[src/rtl/mtimer.sv]
// rtl/mtimer.sv - RISC-V machine timer (MTIME/MTIMECMP, timer level); define MTIMER_PRESCALER_EN for PRESCALE at 0x10
module mtimer #(
    parameter logic [31:0] BASE = 32'h0200_0000
) (
    input  logic        clk,
    input  logic        rst_n,
    input  logic        sel,
    input  logic        rd,
    input  logic        wr,
    input  logic [31:0] addr,
    input  logic [31:0] wdata,
    input  logic [3:0]  be,
    output logic [31:0] rdata,
    output logic        ack,
    output logic        fault,
    input  logic        halt,
    output logic        timer
);

    logic [63:0] mtime;
    logic [63:0] mtimecmp;
    logic [2:0]  word;
    logic        access;
    logic        mapped;
    logic        bad;
    logic        rd_ok;
    logic        wr_ok;
    logic        tick;
    logic [31:0] rd_val;
    logic [28:0] unused_addr_bits;

    // Only the word index inside the 32-byte window matters; BASE is 32-byte aligned.
    assign unused_addr_bits = {addr[31:5], addr[1:0]};
    assign word   = addr[4:2] - BASE[4:2];
    assign access = sel & (rd | wr);

`ifdef MTIMER_PRESCALER_EN
    assign mapped = (word <= 3'd4);
`else
    assign mapped = (word <= 3'd3);
`endif

    // Simultaneous rd+wr is treated as a malformed access, same as an unmapped offset.
    assign bad   = access & ((rd & wr) | !mapped);
    assign rd_ok = sel & rd & !wr & mapped;
    assign wr_ok = sel & wr & !rd & mapped;

    function automatic logic [31:0] merge_be(input logic [31:0] old_val,
                                             input logic [31:0] new_val,
                                             input logic [3:0]  byte_en);
        logic [31:0] res;
        for (int i = 0; i < 4; i++) begin
            res[i*8 +: 8] = byte_en[i] ? new_val[i*8 +: 8] : old_val[i*8 +: 8];
        end
        return res;
    endfunction

`ifdef MTIMER_PRESCALER_EN
    logic [15:0] prescale;
    logic [15:0] pcnt;

    assign tick = !halt && (pcnt == prescale);

    // Prescale register and divider; a PRESCALE write restarts the divide period.
    always_ff @(posedge clk) begin
        if (!rst_n) begin
            prescale <= 16'h0;
            pcnt     <= 16'h0;
        end else if (wr_ok && word == 3'd4) begin
            if (be[0]) prescale[7:0]  <= wdata[7:0];
            if (be[1]) prescale[15:8] <= wdata[15:8];
            pcnt <= 16'h0;
        end else if (!halt) begin
            pcnt <= tick ? 16'h0 : pcnt + 16'd1;
        end
    end
`else
    assign tick = !halt;
`endif

    // Read mux over the pre-update register values.
    always_comb begin
        rd_val = 32'h0;
        case (word)
            3'd0: rd_val = mtime[31:0];
            3'd1: rd_val = mtime[63:32];
            3'd2: rd_val = mtimecmp[31:0];
            3'd3: rd_val = mtimecmp[63:32];
`ifdef MTIMER_PRESCALER_EN
            3'd4: rd_val = {16'h0, prescale};
`endif
            default: rd_val = 32'h0;
        endcase
    end

    // MTIME: a write to either half suppresses the whole 64-bit increment that cycle.
    always_ff @(posedge clk) begin
        if (!rst_n) begin
            mtime <= 64'h0;
        end else if (wr_ok && word == 3'd0) begin
            mtime[31:0] <= merge_be(mtime[31:0], wdata, be);
        end else if (wr_ok && word == 3'd1) begin
            mtime[63:32] <= merge_be(mtime[63:32], wdata, be);
        end else if (tick) begin
            mtime <= mtime + 64'd1;
        end
    end

    // MTIMECMP byte-enabled writes.
    always_ff @(posedge clk) begin
        if (!rst_n) begin
            mtimecmp <= 64'hFFFF_FFFF_FFFF_FFFF;
        end else if (wr_ok && word == 3'd2) begin
            mtimecmp[31:0] <= merge_be(mtimecmp[31:0], wdata, be);
        end else if (wr_ok && word == 3'd3) begin
            mtimecmp[63:32] <= merge_be(mtimecmp[63:32], wdata, be);
        end
    end

    // Interrupt level compares the registered state, so it trails a register change by one cycle.
    always_ff @(posedge clk) begin
        if (!rst_n) begin
            timer <= 1'b0;
        end else begin
            timer <= (mtime >= mtimecmp);
        end
    end

    // Bus response: one-cycle ack per strobe, data only for good reads.
    always_ff @(posedge clk) begin
        if (!rst_n) begin
            ack   <= 1'b0;
            fault <= 1'b0;
            rdata <= 32'h0;
        end else begin
            ack   <= access;
            fault <= bad;
            rdata <= rd_ok ? rd_val : 32'h0;
        end
    end

endmodule

[config.mk]
export PLATFORM = sky130hd
export DESIGN_NAME = mtimer
export DESIGN_NICKNAME = d
export VERILOG_FILES = /design/src/rtl/mtimer.sv
export SDC_FILE = /design/constraint.sdc
export NUM_CORES = 1
export LEC_CHECK = 0
export BUFFER_PORTS_ARGS = -buffer_cell sky130_fd_sc_hd__buf_2
export CAP_MARGIN = 20
export CORE_MARGIN = 4
export CORE_UTILIZATION = 50
export DETAILED_ROUTE_END_ITERATION = 12
export PLACE_DENSITY = 0.76
export SYNTH_ARGS = -nofsm -noshare
export SYNTH_HDL_FRONTEND = slang
export SYNTH_SLANG_ARGS = --single-unit
[constraint.sdc]
create_clock -name clk -period 5.3 [get_ports clk]
set_input_delay 0.53 -clock clk [delete_from_list [all_inputs] [get_ports clk]]
set_output_delay 0.53 -clock clk [all_outputs]
set_load 0.1 [all_outputs]
==> flow_summary_export.csv, run 1 <==
group,metric,value,unit
setup_path,cp_max_fo,14,
yosys,syn_inst,1271,
clocking,clk_pin_slew,0.07,ns
timing,rsz0062_at_grt,"false",
placement,gp_congestion,0.924,
timing,tns,0,ns
grt,grt-ovfl-total,0,
floorplan,die_w,148,µm
yosys,synth_area,9730,µm²
layout,finalNetCount,1439,
yosys,synth-seq-cells,163,
grt,grt_pass1_vias,9225,
clocking,hold_buffers,0,
drt,viasPerCell,6.34,
placement,dp_hpwl,20800,µm
setup_path,crit_start,"mtime[0]$_SDFFE_PN0P_",
drt,wire_per_inst,18.8,µm
clocking,clock_sinks,163,
pwr,combPwrFrac,6.7,%
drt,ant_nets,0,
clocking,clock_latency,0.43,ns
timing,finalCritPeriodShare,61.0,%
grt,grt_usage,26.5,%
floorplan,io_pins,109,
layout,postLayoutCellArea,11000,µm²
setup_path,reg2reg_slack,2.07,ns
layout,antenna_cells,0,
yosys,synth_area_per_cell,7.66,µm²
placement,port_buffers,79,
floorplan,num_rows,50,
yosys,synth_common_cells,"dfxtp_1 (163), nand2_1 (154), a21oi_1 (136), nor2_1 (90)",
pwr,p_seq_share,43.3,%
yosys,synth_most_common_cell,"dfxtp_1",
setup_path,worstSetupStartpointType,"flip-flop",
layout,register_area,3260,µm²
drt,drc,0,
yosys,yosysTopAreaCell,"dfxtp_1",
setup_path,worstReg2RegStart,"mtime[0]$_SDFFE_PN0P_",
timing,slew_headroom,27.2,%
yosys,yosys_warnings,0,
layout,final_layout_size_suffix_gt1_share,12.2,%
setup_path,crit_path_end_kind,"flip-flop",
hold_path,hp-class,"primary input to flip-flop",
setup_path,cp_data_required_time,5.65,ns
yosys,ys.flop_type,"dfxtp_1",
yosys,yosys.area.top_type_share,33.5,%
timing,hold_violations,0,
drt,wirelength,29500,µm
placement,place_area,10300,µm²
yosys,synth_seq_area_share,33.5,%
yosys,synth_edf_count,0,
setup_path,worst_r2r_path_depth,7,
clocking,cts_tree,"done",
setup_path,crit_type,"flip-flop to flip-flop",
layout,area_growth,12.7,%
pwr,swShare,23.9,%
pwr,clkPwrFrac,50.0,%
yosys,synthArstFlopShare,0,%
pwr,ir_worst_vdd,0.207,mV
clocking,post_cts_buffers,0,
drt,vias,9967,
pwr,p_per_area,264,nW/µm²
clocking,ctsResizeCount,0,
timing,max_freq,309,MHz
clocking,cts_made_buffers,17,
timing,setup_viol,0,
clocking,htreeDepth,4,
job,maxCapViolations,0,
floorplan,start_util,51.3,%
yosys,synth.area.top_cells,"dfxtp_1 (34%), ha_1 (8.4%), a21oi_1 (7.0%), nand2_1 (5.9%), a22oi_1 (5.3%)",
yosys,synth_fp_nets,1410,
status,status,"complete, no violations",
timing,tightest_slew,1.08,ns
grt,grt_pass1_wl,47500,µm
timing,maxSlewViolCount,0,
floorplan,dieHeight,148,µm
drt,drt_iter0_markers,1028,
clocking,clockBufferDepth,2,
setup_path,cp_data_arrival_time,3.59,ns
drt,first_pass_iters,6,
grt,antenna_found_initial,0,
floorplan,core,19000,µm²
clocking,ctsRootBufferMaster,"clkbuf_16",
timing,whs,0.375,ns
pwr,power.switching,693,µW
setup_path,r2r_end,"mtime[60]$_SDFFE_PN0P_",
timing,min_period,3.23,ns
grt,grt_max_degree,87,
timing,clock_skew,0.00865,ns
yosys,ys_types,69,
pwr,cellLeakagePower,4.92,nW
setup_path,cp-endpoint,"mtime[60]$_SDFFE_PN0P_",
floorplan,dieArea,21800,µm²
layout,multi_input_area,5890,µm²
layout,fillers,1726,
pwr,p_int,2.20,mW
worst min-delay path by stage:
stage | from | to | slack, ns | cells after the start
detailed placement | mtimecmp[63]$_SDFFE_PN1P_ | mtimecmp[63]$_SDFFE_PN1P_ | 0.48 | 2
floorplan | mtimecmp[40]$_SDFFE_PN1P_ | mtimecmp[40]$_SDFFE_PN1P_ | 0.46 | 2
CTS | wdata[19] | mtimecmp[51]$_SDFFE_PN1P_ | 0.36 | 3
finish | wdata[21] | mtimecmp[53]$_SDFFE_PN1P_ | 0.37 | 3
global route | wdata[19] | mtimecmp[51]$_SDFFE_PN1P_ | 0.36 | 3
global placement | mtimecmp[42]$_SDFFE_PN1P_ | mtimecmp[42]$_SDFFE_PN1P_ | 0.47 | 2
sequential cells by signal, summed over array words and instances, names as in the netlist:
name and count:
fault 1, timer 1, ack 1, mtime 64
rdata 32, mtimecmp 64
critical path: stages, from the launching register on:
cell     delay [ns]
dfxtp_1        0.50
ha_1           0.28
nand4_2        0.17
or4_1          0.93
nor4_4         0.52
nand4_1        0.17
or4_1          0.44
a41oi_2        0.16
through the flow:
stage / total power, mW / util, % / worst slack, ns / instances
2_1_floorplan: 1.39 / - / 2.74 / 1271
3_3_place_gp: 1.47 / 54.2 / 2.13 / 1540
3_5_place_dp: 1.47 / 54.2 / 2.12 / 1540
4_1_cts: 2.90 / 57.8 / 2.10 / 1572
5_1_grt: 2.97 / 57.9 / 1.87 / 1573
6_report: 2.89 / 57.9 / 2.07 / 1573
power groups by stage:
stage	registers [mW]	clock network (mW)	logic, mW
floorplan	1.29	0	0.103
global placement	1.28	0	0.185
detailed placement	1.28	0	0.187
CTS	1.25	1.46	0.188
global route	1.25	1.51	0.209
finish	1.25	1.45	0.194
layout make-up:
| cell class | instances | area share [%] |
|---|---|---|
| Clock inverter | 12 | 2.08 |
| Inverter | 73 | 2.50 |
| Sequential cell | 163 | 29.7 |
| Tap cell | 260 | 2.97 |
| Multi-Input combinational cell | 948 | 53.7 |
| Timing Repair Buffer | 97 | 4.84 |
| Clock buffer | 20 | 4.16 |
metal layers:
metal,global-route usage (%),part of all wire [%],routed length (µm)
met1,36.6,43,12800
met2,41.7,45,13200
met3,5.24,9.5,2800
met4,9.13,2.5,732
met5,0,0,0
cells in the final DEF, fill, tap and decap left out, types with 5 or more instances in the layout:
cell       netlist  final
o22ai_1          7      7
o221a_2          6      6
a22oi_1         69     69
a21o_1          18     18
nand2_1        154    154
buf_2            3     79
buf_4            0     18
dfxtp_1        163    163
and2_1           9      8
a21oi_1        136    135
inv_1           72     72
o211ai_1        23     23
o31ai_1          5      5
o21a_1           9      9
a31oi_1         14     14
nand4_1         35     35
nand3_1         76     76
clkbuf_16        0     17
o21ai_0         77     77
a41oi_1          5      5
nor3_1          21     18
ha_1            65     65
bufinv_16        0      6
and4_1           6      6
and3_1          20     20
mux2i_1          9      9
nor2_1          90     90
nor4_1          14     14
a211oi_1         5      5
nor4_4           4      5
cell families (layout without fill, tap and decap cells):
logic type / after synthesis / in the layout / synth area share, %
simple gates: 458 / 458 / 23.4
compound gates: 415 / 415 / 27.4
flops: 163 / 163 / 33.5
buf+inv: 160 / 202 / 6.32
fa+ha+maj: 65 / 65 / 8.36
mux: 10 / 10 / 1.04
No activity file was read; power rests on OpenSTA's default activity.
==> inputs of run 2 (changes only) <==
Settings changed: PLACE_DENSITY 0.76 to 0.79.
Clock period 5.3 ns to 2.9 ns, I/O delays scaled along.
==> flow_summary_export.csv, run 2 (synthesis gave the netlist of run 1 again) <==
group,metric,value,unit
pwr,ir_worst_vdd,0.410,mV
clocking,ctsResizeCount,0,
drt,ant_nets,0,
layout,final_layout_size_suffix_gt1_share,14.9,%
setup_path,path_buf_inv,1,
drt,viasPerCell,6.38,
placement,place_area,10600,µm²
pwr,combPwrFrac,7.9,%
layout,postLayoutCellArea,11200,µm²
pwr,p_int,3.61,mW
floorplan,num_rows,50,
setup_path,r2r_end,"mtime[42]$_SDFFE_PN0P_",
clocking,cts_tree,"done",
drt,wirelength,30800,µm
placement,dp_hpwl,21900,µm
timing,hold_violations,0,
timing,finalCritPeriodShare,93.3,%
drt,vias,10300,
pwr,p_per_area,442,nW/µm²
floorplan,die_w,148,µm
hold_path,hp-class,"primary input to flip-flop",
setup_path,worstSetupStartpointType,"flip-flop",
status,status,"complete, no violations",
layout,area_growth,15.1,%
timing,rsz0062_at_grt,"false",
drt,drt_iter0_markers,1467,
timing,max_freq,370,MHz
drt,wire_per_inst,19.1,µm
timing,slew_headroom,52.4,%
clocking,clock_latency,0.45,ns
grt,grt_pass1_vias,9478,
setup_path,reg2reg_slack,0.20,ns
timing,tns,0,ns
floorplan,dieArea,21800,µm²
floorplan,io_pins,109,
pwr,clkPwrFrac,46.0,%
clocking,cts_made_buffers,17,
hold_path,hold_depth,3,
timing,tightest_slew,0.714,ns
setup_path,cp_max_fo,14,
grt,grt_pass1_wl,50000,µm
pwr,cellLeakagePower,5.11,nW
clocking,ctsRootBufferMaster,"clkbuf_16",
clocking,post_cts_buffers,0,
setup_path,crit_path_end_kind,"flip-flop",
clocking,clockBufferDepth,2,
clocking,hold_buffers,0,
drt,drc,0,
setup_path,cp_data_required_time,3.28,ns
layout,largestRegisters,"mtime x64, mtimecmp x64, rdata x32",
layout,mostFrequentLayoutCells,"dfxtp_1 (163), nand2_1 (154), a21oi_1 (135), nor2_1 (90), buf_2 (79)",
pwr,swShare,27.1,%
grt,grt_usage,27.9,%
layout,finalNetCount,1480,
pwr,p_seq_share,46.1,%
clocking,clk_pin_slew,0.07,ns
job,maxCapViolations,0,
setup_path,cpMaxStageDelayCell,"or4_1",
clocking,clock_sinks,163,
layout,antenna_cells,0,
placement,port_buffers,79,
setup_path,crit_type,"flip-flop to flip-flop",
floorplan,core,19000,µm²
setup_path,cpPeakStageDelay,0.55,ns
pwr,power.switching,1.34,mW
layout,layout_commonest_cell,"dfxtp_1",
hold_path,hold_end,"mtimecmp[0]$_SDFFE_PN1P_",
hold_path,min_from,"wdata[0]",
grt,grt_max_degree,105,
timing,clock_skew,0.0155,ns
setup_path,cp_data_arrival_time,3.08,ns
drt,first_pass_iters,6,
setup_path,cp_top_family,"simple AND/OR/NAND/NOR gates",
timing,maxSlewViolCount,0,
setup_path,worstReg2RegStart,"mtime[0]$_SDFFE_PN0P_",
timing,setup_viol,0,
setup_path,crit_chain,"ha_1 > nand4_2 > or4_1 > buf_4 > or4_4 > o41ai_2 > nand2_1 > a21oi_1",
timing,min_period,2.70,ns
clocking,htreeDepth,4,
setup_path,worst_r2r_path_depth,8,
placement,gp_congestion,0.953,
floorplan,dieHeight,148,µm
floorplan,start_util,51.3,%
grt,antenna_found_initial,0,
grt,grt-ovfl-total,0,
## run 2: worst max path at each step
| stage | slack, ns | end | cells past startpoint | from |
|---|---|---|---|---|
| final | 0.20 | mtime[42]$_SDFFE_PN0P_ | 8 | mtime[0]$_SDFFE_PN0P_ |
| after global routing | 0.07 | mtime[42]$_SDFFE_PN0P_ | 8 | mtime[0]$_SDFFE_PN0P_ |
| after CTS | 0.21 | mtime[42]$_SDFFE_PN0P_ | 8 | mtime[0]$_SDFFE_PN0P_ |
| after detailed placement | 0.24 | mtime[42]$_SDFFE_PN0P_ | 8 | mtime[1]$_SDFFE_PN0P_ |
| after global placement | 0.32 | mtime[42]$_SDFFE_PN0P_ | 8 | mtime[0]$_SDFFE_PN0P_ |
| after floorplan | 0.34 | mtime[32]$_SDFFE_PN0P_ | 9 | mtime[1]$_SDFFE_PN0P_ |
## run 2: routing by layer
layer | routed length [µm] | vias up | global-route usage (%)
li1 | - | 4843 | -
met4 | 868 | 0 | 9.79
met5 | 0 | - | 0
met2 | 13700 | 603 | 43.5
met3 | 3270 | 79 | 6.13
met1 | 12900 | 4767 | 38.3
## run 2: layout make-up
| class | count | area [µm²] |
|---|---|---|
| Clock buffer | 18 | 439 |
| Clock inverter | 14 | 141 |
| Fill cell | 1704 | 7760 |
| Inverter | 73 | 274 |
| Multi-Input combinational cell | 948 | 5890 |
| Sequential cell | 163 | 3260 |
| Tap cell | 260 | 325 |
| Timing Repair Buffer | 138 | 863 |
## run 2: through the flow
step	utilization [%]	setup slack, ns	hold WS (ns)	total power [mW]	std cells
after floorplan	-	0.342	0.414	2.55	1271
after global placement	56.0	0.321	0.475	2.70	1582
after detailed placement	56.0	0.239	0.485	2.71	1582
after CTS	59.1	0.214	0.120	4.94	1614
after global routing	59.1	0.0726	0.133	5.09	1614
final	59.1	0.195	0.127	4.95	1614
## run 2: power groups by stage
stage,registers [mW],logic [mW],clock network [mW]
floorplan,2.36,0.189,0
global placement,2.33,0.370,0
detailed placement,2.33,0.377,0
CTS,2.28,0.378,2.28
global route,2.28,0.415,2.39
finish,2.28,0.389,2.28
## run 2: worst register-to-register path, stage by stage, from the launching register on
cell and delay [ns]:
dfxtp_1 0.35, ha_1 0.25, nand4_2 0.16, or4_1 0.55, buf_4 0.23, or4_4 0.56, o41ai_2 0.30, nand2_1 0.09
a21oi_1 0.16
